### src/rtl/router_pkg.sv
// Shared router definitions: control FSM state encoding and header address constants.
package router_pkg;

   localparam int unsigned STATE_W = 3;
   localparam int unsigned ADDR_W  = 2;

   typedef enum logic [STATE_W-1:0] {
      DECODE_ADDRESS     = 3'd0,
      LOAD_FIRST_DATA    = 3'd1,
      LOAD_DATA          = 3'd2,
      FIFO_FULL_STATE    = 3'd3,
      LOAD_AFTER_FULL    = 3'd4,
      LOAD_PARITY        = 3'd5,
      CHECK_PARITY_ERROR = 3'd6,
      WAIT_TILL_EMPTY    = 3'd7
   } state_t;

   localparam logic [ADDR_W-1:0] ADDR0        = 2'b00;
   localparam logic [ADDR_W-1:0] ADDR1        = 2'b01;
   localparam logic [ADDR_W-1:0] ADDR2        = 2'b10;
   localparam logic [ADDR_W-1:0] ADDR_INVALID = 2'b11;

endpackage

### src/rtl/router1x3_fsm.sv
// Control FSM of the 1x3 packet router.
// Inputs : clock, reset (sync, active-high), pkt_valid, parity_done, data_in[1:0],
//          soft_reset_0..2, fifo_full, low_pkt_valid, fifo_empty_0..2
// Outputs: detect_add, ld_state, laf_state, full_state, write_enb_reg,
//          rst_int_reg, lfd_state, busy (all registered, Moore on state)
module router1x3_fsm
   import router_pkg::*;
(
   input  logic              clock,
   input  logic              reset,
   input  logic              pkt_valid,
   input  logic              parity_done,
   input  logic [ADDR_W-1:0] data_in,
   input  logic              soft_reset_0,
   input  logic              soft_reset_1,
   input  logic              soft_reset_2,
   input  logic              fifo_full,
   input  logic              low_pkt_valid,
   input  logic              fifo_empty_0,
   input  logic              fifo_empty_1,
   input  logic              fifo_empty_2,
   output logic              detect_add,
   output logic              ld_state,
   output logic              laf_state,
   output logic              full_state,
   output logic              write_enb_reg,
   output logic              rst_int_reg,
   output logic              lfd_state,
   output logic              busy
);

   state_t            state, state_nxt;
   logic [ADDR_W-1:0] addr, addr_nxt;

   // Padded to 4 bits so the invalid address indexes a constant 0.
   logic [3:0] empty_v, soft_v;
   logic       hdr_ok, empty_hdr, empty_addr, soft_hit;

   logic detect_add_nxt, ld_state_nxt, laf_state_nxt, full_state_nxt;
   logic write_enb_reg_nxt, rst_int_reg_nxt, lfd_state_nxt, busy_nxt;

   assign empty_v    = {1'b0, fifo_empty_2, fifo_empty_1, fifo_empty_0};
   assign soft_v     = {1'b0, soft_reset_2, soft_reset_1, soft_reset_0};
   assign hdr_ok     = pkt_valid && (data_in != ADDR_INVALID);
   assign empty_hdr  = empty_v[data_in];
   assign empty_addr = empty_v[addr];
   assign soft_hit   = soft_v[addr];

   // State, address and output registers.
   always_ff @(posedge clock) begin
      if (reset) begin
         state         <= DECODE_ADDRESS;
         addr          <= ADDR0;
         detect_add    <= 1'b1;
         ld_state      <= 1'b0;
         laf_state     <= 1'b0;
         full_state    <= 1'b0;
         write_enb_reg <= 1'b0;
         rst_int_reg   <= 1'b0;
         lfd_state     <= 1'b0;
         busy          <= 1'b0;
      end else begin
         state         <= state_nxt;
         addr          <= addr_nxt;
         detect_add    <= detect_add_nxt;
         ld_state      <= ld_state_nxt;
         laf_state     <= laf_state_nxt;
         full_state    <= full_state_nxt;
         write_enb_reg <= write_enb_reg_nxt;
         rst_int_reg   <= rst_int_reg_nxt;
         lfd_state     <= lfd_state_nxt;
         busy          <= busy_nxt;
      end
   end

   // Next-state logic; outputs decoded from the next state so they register
   // into alignment with the state they describe.
   always_comb begin
      state_nxt = state;
      addr_nxt  = addr;

      case (state)
         DECODE_ADDRESS: begin
            if (hdr_ok) begin
               addr_nxt  = data_in;
               state_nxt = empty_hdr ? LOAD_FIRST_DATA : WAIT_TILL_EMPTY;
            end
         end
         WAIT_TILL_EMPTY:    if (empty_addr) state_nxt = LOAD_FIRST_DATA;
         LOAD_FIRST_DATA:    state_nxt = LOAD_DATA;
         LOAD_DATA: begin
            if (fifo_full)       state_nxt = FIFO_FULL_STATE;
            else if (!pkt_valid) state_nxt = LOAD_PARITY;
         end
         FIFO_FULL_STATE:    if (!fifo_full) state_nxt = LOAD_AFTER_FULL;
         LOAD_AFTER_FULL: begin
            if (parity_done)        state_nxt = DECODE_ADDRESS;
            else if (low_pkt_valid) state_nxt = LOAD_PARITY;
            else                    state_nxt = LOAD_DATA;
         end
         LOAD_PARITY:        state_nxt = CHECK_PARITY_ERROR;
         CHECK_PARITY_ERROR: state_nxt = fifo_full ? FIFO_FULL_STATE : DECODE_ADDRESS;
         default:            state_nxt = DECODE_ADDRESS;
      endcase

      // Timeout on the active port aborts the packet from any non-idle state.
      if (state != DECODE_ADDRESS && soft_hit) state_nxt = DECODE_ADDRESS;

      detect_add_nxt    = (state_nxt == DECODE_ADDRESS);
      lfd_state_nxt     = (state_nxt == LOAD_FIRST_DATA);
      ld_state_nxt      = (state_nxt == LOAD_DATA);
      laf_state_nxt     = (state_nxt == LOAD_AFTER_FULL);
      full_state_nxt    = (state_nxt == FIFO_FULL_STATE);
      rst_int_reg_nxt   = (state_nxt == CHECK_PARITY_ERROR);
      write_enb_reg_nxt = (state_nxt == LOAD_DATA) || (state_nxt == LOAD_PARITY) ||
                          (state_nxt == LOAD_AFTER_FULL);
      busy_nxt          = !((state_nxt == DECODE_ADDRESS) || (state_nxt == LOAD_DATA));
   end

endmodule

### config.mk
export PLATFORM = sky130hd
export DESIGN_NAME = router1x3_fsm
export DESIGN_NICKNAME = d
export VERILOG_FILES = /design/src/rtl/router_pkg.sv /design/src/rtl/router1x3_fsm.sv
export SDC_FILE = /design/constraint.sdc
export NUM_CORES = 1
export LEC_CHECK = 0
export ABC_AREA = 1
export BUFFER_PORTS_ARGS = -buffer_cell sky130_fd_sc_hd__buf_2
export CORE_MARGIN = 1.5
export CORE_UTILIZATION = 49
export DETAILED_ROUTE_END_ITERATION = 12
export PLACE_DENSITY_LB_ADDON = 0.3
export SETUP_SLACK_MARGIN = 0.4
export SYNTH_ARGS = -nofsm -noshare
export SYNTH_HDL_FRONTEND = slang
export SYNTH_SLANG_ARGS = --single-unit
### constraint.sdc
create_clock -name clock -period 1.5 [get_ports clock]
set_input_delay 0.375 -clock clock [delete_from_list [all_inputs] [get_ports clock]]
set_output_delay 0.375 -clock clock [all_outputs]
set_load 0.02 [all_outputs]
; ---- After elaboration in Yosys (flattened, before gate mapping)
; Index checks and enable logic that the tools add are counted.
[totals]
regBits = 13
latch_bits = 0
ram_bits = 0
mem_bits_ro = 0
output_inout_bits = 8
wordCells = 53
mem_count = 0
[classes]
add_sub_neg = 0
n_mul = 0
div = 0
magnitude_cmp = 2
n_eq_ne = 14
shift = 0
muxes = 17
n_bitwise = 0
reduce_logical = 10
[op_table]
columns = op, n
row1 = 3-bit 2-to-1 mux, 9
row2 = 3-bit one-hot mux with 8 select lines, 1
row3 = "3-bit equality test, second input constant", 7
row4 = "3-bit by 2-bit equality test with 1-bit output, second input constant", 4
row5 = 1-bit binary-select mux with 2-bit select, 3
row6 = "3-bit by 1-bit equality test with 1-bit output, second input constant", 2
row7 = 3-bit logical NOT, 2
row8 = "2-bit by 3-bit < comparator with 1-bit output, second input constant", 2
row9 = 1-bit logical OR, 3
row10 = 1-bit 2-to-1 mux, 3
row11 = 3-bit nonzero test, 1
row12 = 1-bit logical AND, 2
row13 = 2-bit 2-to-1 mux, 1
row14 = "2-bit != test, second input constant", 1
row15 = 2-bit AND reduction, 1
row16 = 1-bit logical NOT, 1

; ---- Depth between registers and ports, before layout
; Gate-level depths: netlist of run 1.
[depth]
word_depth = 9
mapped_depth = 12

; ---- Worst setup path after synthesis of run 1
; Ideal clock, no wire load.
[synth_timing]
path_type = flip-flop to flip-flop
startpoint = register state[1]
endpoint = register write_enb_reg
setup_ns = 0.114
t_arrival_ns = 1.138
t_required_ns = 1.386
path_slack_ns = 0.248
stages_incl_launch_ff = 12
n_path_buf = 1
period_less_slack_ns = 1.252
path_cell_list = dfxtp_1 -> buf_6 -> nor2_2 -> nand2_1 -> nor2_2 -> nor2_2 -> nand3_2 -> nand3_4 -> nand2_1 -> inv_1 -> nand2_1 -> nand2_1
[synth_via]
elab_chain_len = 7
word_cells_on_any_way = 22
classes_between = eq/ne: 10 / mux: 7 / reduce/logical: 5
[synth_rtl]
columns = element, line
row1 = start: declaration, router1x3_fsm.sv:32  ; state_t state, state_nxt;
row2 = start signal: assignment, router1x3_fsm.sv:63  ; state <= state_nxt;
row3 = 3-bit 2-to-1 mux, router1x3_fsm.sv:93  ; else if (!pkt_valid) state_nxt = LOAD_PARITY;
row4 = 3-bit 2-to-1 mux, router1x3_fsm.sv:92  ; if (fifo_full) state_nxt = FIFO_FULL_STATE;
row5 = 3-bit one-hot mux with 8 select lines, router1x3_fsm.sv:82  ; case (state)
row6 = 3-bit 2-to-1 mux (*), router1x3_fsm.sv:107  ; if (state != DECODE_ADDRESS && soft_hit) state_nxt = DECODE_ADDRESS;
row7 = 3-bit by 2-bit equality test with 1-bit output / 3-bit equality test (equally long branches), router1x3_fsm.sv:115  ; write_enb_reg_nxt = (state_nxt == LOAD_DATA) || (state_nxt == LOAD_PARITY) ||
row8 = 1-bit logical OR, router1x3_fsm.sv:115
row9 = 1-bit logical OR (*), router1x3_fsm.sv:115
row10 = end signal: assignment, router1x3_fsm.sv:69  ; write_enb_reg <= write_enb_reg_nxt;
row11 = end: declaration, router1x3_fsm.sv:26  ; output logic write_enb_reg,
; Every way passes the cells marked *; elsewhere a longest branch is shown, timed or not.
; A chain may end at the register's enable or synchronous reset.

; ---- Worst setup path in the final report of run 1
[layout_timing]
startpoint = register state[0]
endpoint = register lfd_state
[layout_via]
elab_chain_len = 5
word_cells_on_any_way = 18
classes_between = eq/ne: 8 / mux: 7 / reduce/logical: 3
[layout_rtl]
columns = element, line
row1 = 3-bit 2-to-1 mux, router1x3_fsm.sv:93
row2 = 3-bit 2-to-1 mux, router1x3_fsm.sv:92
row3 = 3-bit one-hot mux with 8 select lines, router1x3_fsm.sv:82
row4 = 3-bit 2-to-1 mux (*), router1x3_fsm.sv:107
row5 = 3-bit by 1-bit equality test with 1-bit output (*), router1x3_fsm.sv:110  ; lfd_state_nxt = (state_nxt == LOAD_FIRST_DATA);
row6 = end signal: assignment, router1x3_fsm.sv:71  ; lfd_state <= lfd_state_nxt;
row7 = end: declaration, router1x3_fsm.sv:28  ; output logic lfd_state,
; Marks and branches as above.

==> run metrics, run 1 <==
critical path class=flip-flop to flip-flop; vias in the first global route=724; clock root buffer=clkbuf_4; Worst VDD drop=0.001237 V; core area=1489 µm²; Pre-antenna DRT Iters=4; Crit path required time=1.70 ns; worst path arrival time=1.58 ns; drt total wl=1738 µm; finished layout cell area=1056 µm²; nets=153; via density per instance=5.019; top flop regs=state x3, addr x2; top post-synthesis cells by area=dfxtp_1 34%, nand2_1 12%, nand3_1 7.7%; antenna violations before repair=0; setup violators final=0; Yosys cell types=21; syn_area_per_cell=6.926 µm²; Layout Area Growth over Synthesis=36.13%; Largest register FFs=3; drt wl/cell=about 11 µm; CTS sink cnt=13; Die H=42.79 µm; outcome=finished, final reports clean; min cycle time layout=about 1.4 ns; final core occ=70.92%; critical path fanouts, max=7; GPL Wtd Cong=0.7894; final hold viol count=0; post-DP HPWL=approximately 1300 µm; Register Area=281.5 µm²; Slew headroom=89.12%; largest net degree at the start of global routing=8; Pwr Density=1984 nW/µm²; Reg2Reg Setup Slack=0.11 ns; Cell Area, Synth=775.7 µm²; PortBufs=21; commonest non-fill, non-tap cell in the layout=nand2_1; Biggest register=state; Synth Instances=112; CTS tree=built; share of layout cells above drive strength 1=53.62%; Leak=0.0005053 µW; Ports=22; dpl cell area=slightly above 900 µm²; Clock H-tree levels=1; Worst-Margin Slew=~0.16 ns; Yosys reg bits=13; cell repeated most along the worst path=nand2_2; area occupied by multi-input gates=484.2 µm²; Sum Neg Setup Slack=0 ns; leading area contributor after synthesis=dfxtp_1; CTS buffer count=3; clk slew on worst S/H paths=0.08 ns; Seq/Total Area, Yosys=33.55%; fill cell count=119; Die X=42.79 µm; Total GRT Usage=20.04%; first-pass GRT wire length=~2800 µm; Max clock buf depth=2; GR Overflow Total=0; Post-DRT Antenna Nets=0; Max-Cap Viols=0; Synthesis Warnings=0; CP peak stage delay=roughly 0.38 ns; most frequent cells in the layout=20 x nand2_1, 13 x inv_1, 13 x buf_2, 10 x nand2_2, 10 x nand3_1; Site Rows=14; Yosys top cell area share=~34%; Setup crit end kind=flip-flop; vias=773; Starting DRT DRC Count=15; worst path cell trace=nor2_4 -> nand2_2 -> nor2_4 -> buf_4 -> nor3_2 -> nand3_2 -> nand2_2 -> inv_2 -> nand2_2 -> nor2_1; n_diodes=0; residual DRC count=0; initial core utilization=52.10%; max-slew violations=0; RSZ-0062 raised after global routing=yes; syn_nets=126; worst-skew pair later-pin latency=0.27 ns; Max Freq=720.5 MHz; crit share post-route=between 90 and 100%; CP Launch Type=flip-flop; clk_skew=0.001159 ns; Worst Hold Class=input port to flip-flop; DIE AREA=1831 µm²; CP max stage cell=dfxtp_4
[per-layer routing]
| layer | global-route usage [%] | share of wire (%) | vias up |
|---|---|---|---|
| li1 | - | - | 404 |
| met1 | 23.76 | 43 | 354 |
| met2 | 35.76 | 53 | 13 |
| met3 | 5.106 | 3.3 | 2 |
| met4 | 4.375 | 0.40 | 0 |
| met5 | 0 | 0 | - |
[cells by family after synthesis]
kind of cell    share of synthesized area (%)
compound gates                          6.613
flops                                   33.55
buf+inv                                 10.65
simple gates                            49.19
[cell type report]
cell class	count	share of cell area, %
Tap cell	16	1.896
Multi-Input combinational cell	79	45.85
Clock buffer	4	2.488
Sequential cell	13	26.66
Timing Repair Buffer	23	16.11
Inverter	19	6.991
[critical path: cells and delay by family, from the launching register on]
kind	cells	cell delay, ns
buf+inv	2	0.20
flops	1	0.38
simple gates	8	0.73
[what timing repair did]
item,in CTS,in global routing
hold buffers,0,0
gates resized for setup,22,18
buffers inserted,1,1
pin swaps,5,10
setup endpoints to repair,21,21
[final timing paths]
kind	end	start	depth (start not counted)
max	lfd_state$_SDFF_PP0_	state[0]$_SDFF_PP0_	10
min	state[2]$_SDFF_PP0_	reset	2
max reg2reg	lfd_state$_SDFF_PP0_	state[0]$_SDFF_PP0_	10
min reg2reg	addr[1]$_SDFFE_PP0P_	addr[1]$_SDFFE_PP0P_	2
[where the power goes]
| part | total, µW | switching, µW | internal, µW |
|---|---|---|---|
| Combinational | 1250 | 755 | 491 |
| Sequential | 636 | 123 | 513 |
| Clock | 213 | 110 | 103 |
[metrics by stage]
| stage | instances | power, µW | setup slack (ns) | hold slack, ns |
|---|---|---|---|---|
| floorplan | 112 | 1436 | 0.2731 | 0.4397 |
| global placement | 148 | 1630 | 0.08585 | 0.5039 |
| detailed placement | 148 | 1645 | 0.05225 | 0.4999 |
| CTS | 153 | 1997 | 0.2004 | 0.3548 |
| global route | 154 | 2248 | 0.02586 | 0.3561 |
| finish | 154 | 2095 | 0.1121 | 0.3549 |
[synthesized netlist by cell type]
| cell | n |
|---|---|
| nor2_1 | 9 |
| dfxtp_1 | 13 |
| nand4_1 | 2 |
| a21oi_1 | 4 |
| buf_6 | 1 |
| nor3_1 | 1 |
| o21ai_0 | 3 |
| nor2_4 | 2 |
| inv_2 | 6 |
| nor2_2 | 6 |
| nand3b_1 | 1 |
| inv_1 | 13 |
| nand3_1 | 12 |
| nor3_2 | 1 |
| o21a_1 | 1 |
| nand3_4 | 1 |
| nand2_1 | 24 |
| nand3_2 | 3 |
| nand2_4 | 1 |
| nand2_2 | 7 |
| a21oi_2 | 1 |
(Power assumes the default switching activity.)
==> run 2, diff against run 1 <==
--- a/config.mk
+++ b/config.mk
@@ -7,8 +7,10 @@
 export LEC_CHECK = 0
 export ABC_AREA = 1
 export BUFFER_PORTS_ARGS = -buffer_cell sky130_fd_sc_hd__buf_2
+export CELL_PAD_IN_SITES_DETAIL_PLACEMENT = 1
+export CELL_PAD_IN_SITES_GLOBAL_PLACEMENT = 2
 export CORE_MARGIN = 1.5
-export CORE_UTILIZATION = 49
+export CORE_UTILIZATION = 26
 export DETAILED_ROUTE_END_ITERATION = 12
 export PLACE_DENSITY_LB_ADDON = 0.3
 export SETUP_SLACK_MARGIN = 0.4
==> run metrics, run 2 (synthesis gave the netlist of run 1 again) <==
Post-DRT Antenna Nets=0; top flop regs=state x3, addr x2; via density per instance=4.538; Pre-antenna DRT Iters=10; Largest register FFs=3; Pwr Density=about 2000 nW/µm²; Total GRT Usage=12.87%; n_diodes=0; Worst R2R Start=state[1]$_SDFF_PP0_; CP Launch Type=flip-flop; Site Rows=19; Biggest register=state; max-slew violations=0; worst-skew pair later-pin latency=0.27 ns; failing checks=DRC; Gate power share=between 60% and 70%; min cycle time layout=1.385 ns; antenna violations before repair=0; Setup crit end kind=flip-flop; RSZ-0062 raised after global routing=yes; Sw Share=46.85%; CP peak stage delay=0.34 ns; critical path fanouts, max=5; vias in the first global route=about 800; first-pass GRT wire length=around 3300 µm; Max Freq=722.1 MHz; Starting DRT DRC Count=15; GPL Wtd Cong=0.7655; hold endpoint=busy$_SDFF_PP0_; Max-Cap Viols=0; DIE AREA=3320 µm²; clk slew on worst S/H paths=0.07 ns; most frequent cells in the layout=21 x nand2_1, 13 x inv_1, 13 x buf_2; final core occ=39.61%; hold path start=reset; residual DRC count=1; PortBufs=21; Worst VDD drop=0.0008904 V; setup violators final=0; Reg2Reg Setup Slack=about 0.12 ns; cell repeated most along the worst path=nand2_1; worst path cell trace=buf_6 -> nor2_4 -> nand2_1 -> nor2_2 -> nor2_2 -> nand3_2 -> nand3_4 -> nand2_1 -> inv_1 -> nand2_1 -> nand2_1; post-DP HPWL=approximately 1500 µm; Layout Area Growth over Synthesis=43.23%; share of layout cells above drive strength 1=55.00%; Worst Hold Class=input port to flip-flop; sw power=between 1000 and 1500 µW; critical path class=flip-flop to flip-flop; Die X=between 50 and 60 µm; crit share post-route=92.32%; drt wl/cell=11.44 µm; R2R depth=11; Sum Neg Setup Slack=0 ns; setup ws final=0.1152 ns; CP max stage cell=dfxtp_2; core area=2805 µm²; Ports=22; Leak=0.0005212 µW; commonest non-fill, non-tap cell in the layout=nand2_1; Pint=1175 µW; clock root buffer=clkbuf_4; nets=about 160; initial core utilization=27.65%; capture point of the worst reg-to-reg path=write_enb_reg$_SDFF_PP0_; GR Overflow Total=0; final hold viol count=0; Clock H-tree levels=1; clk_skew=between 0.001 and 0.0015 ns; Reg power frac=28.3%; worst path arrival time=about 1.6 ns; Crit path required time=1.67 ns; fill cell count=about 360; CTS sink cnt=13; Die H=a little under 60 µm; largest net degree at the start of global routing=8; vias=776; hold depth=2; Max clock buf depth=2; Worst-Margin Slew=0.2310 ns; outcome=finished, violations left; Slew headroom=84.56%; drt total wl=1957 µm; CTS tree=built; clock power share=9.5%; CTS buffer count=3; pre-CTS setup slack=0.04983 ns
-- run 2: area by class of cell --
class / count / area, µm² / share of cell area [%]
multi-input cells: 79 / 501.7 / 45.16
repair buffers: 25 / 188.9 / 17.00
flip-flops and latches: 13 / 279.0 / 25.11
clock buffers: 4 / 26.28 / 2.365
inverters: 19 / 76.32 / 6.869
well taps: 31 / 38.79 / 3.491
-- run 2: what timing repair did --
action,CTS,global route
resized for setup,29,14
hold buffers,0,0
setup buffers,1,1
pin swaps,5,2
setup endpoints to repair,21,21
-- run 2: worst max path at each step --
stage	start	depth (start not counted)	slack, ns	endpoint
floorplan	state[1]$_SDFF_PP0_	11	0.27	write_enb_reg$_SDFF_PP0_
global placement	state[1]$_SDFF_PP0_	12	0.07	write_enb_reg$_SDFF_PP0_
detailed placement	state[1]$_SDFF_PP0_	12	0.05	write_enb_reg$_SDFF_PP0_
CTS	state[1]$_SDFF_PP0_	12	0.13	write_enb_reg$_SDFF_PP0_
global route	state[1]$_SDFF_PP0_	12	0.004	write_enb_reg$_SDFF_PP0_
finish	state[1]$_SDFF_PP0_	11	0.12	write_enb_reg$_SDFF_PP0_
-- run 2: routing by layer --
layer | up-vias | share of wire [%] | GRT usage (%)
li1 | 406 | - | -
met2 | 17 | 50 | 22.24
met1 | 353 | 45 | 15.86
met5 | - | 0 | 0
met3 | 0 | 4.2 | 4.911
met4 | 0 | 0 | 0.9967
-- run 2: worst max-delay path, delay by kind of cell, from the launching register on --
kind	cells	cell delay, ns
flops	1	0.34
buf+inv	2	0.16
simple gates	9	0.78
-- run 2: per-stage QoR --
stage	std cells	hold slack (ns)	area [µm²]	power, µW
after detailed placement	165	0.5124	945.9	1705
after CTS	170	0.3494	1059	2114
after global placement	165	0.5096	945.9	1696
final	171	0.3487	1111	2211
after floorplan	112	0.4397	798.3	1436
after global routing	171	0.3443	1111	2396
-- run 2: power groups by stage --
stage	Sequential (µW)	Combinational (µW)	Clock [µW]
floorplan	671	765	0
global placement	573	1120	0
detailed placement	577	1130	0
CTS	611	1290	217
global route	644	1500	247
finish	626	1380	210
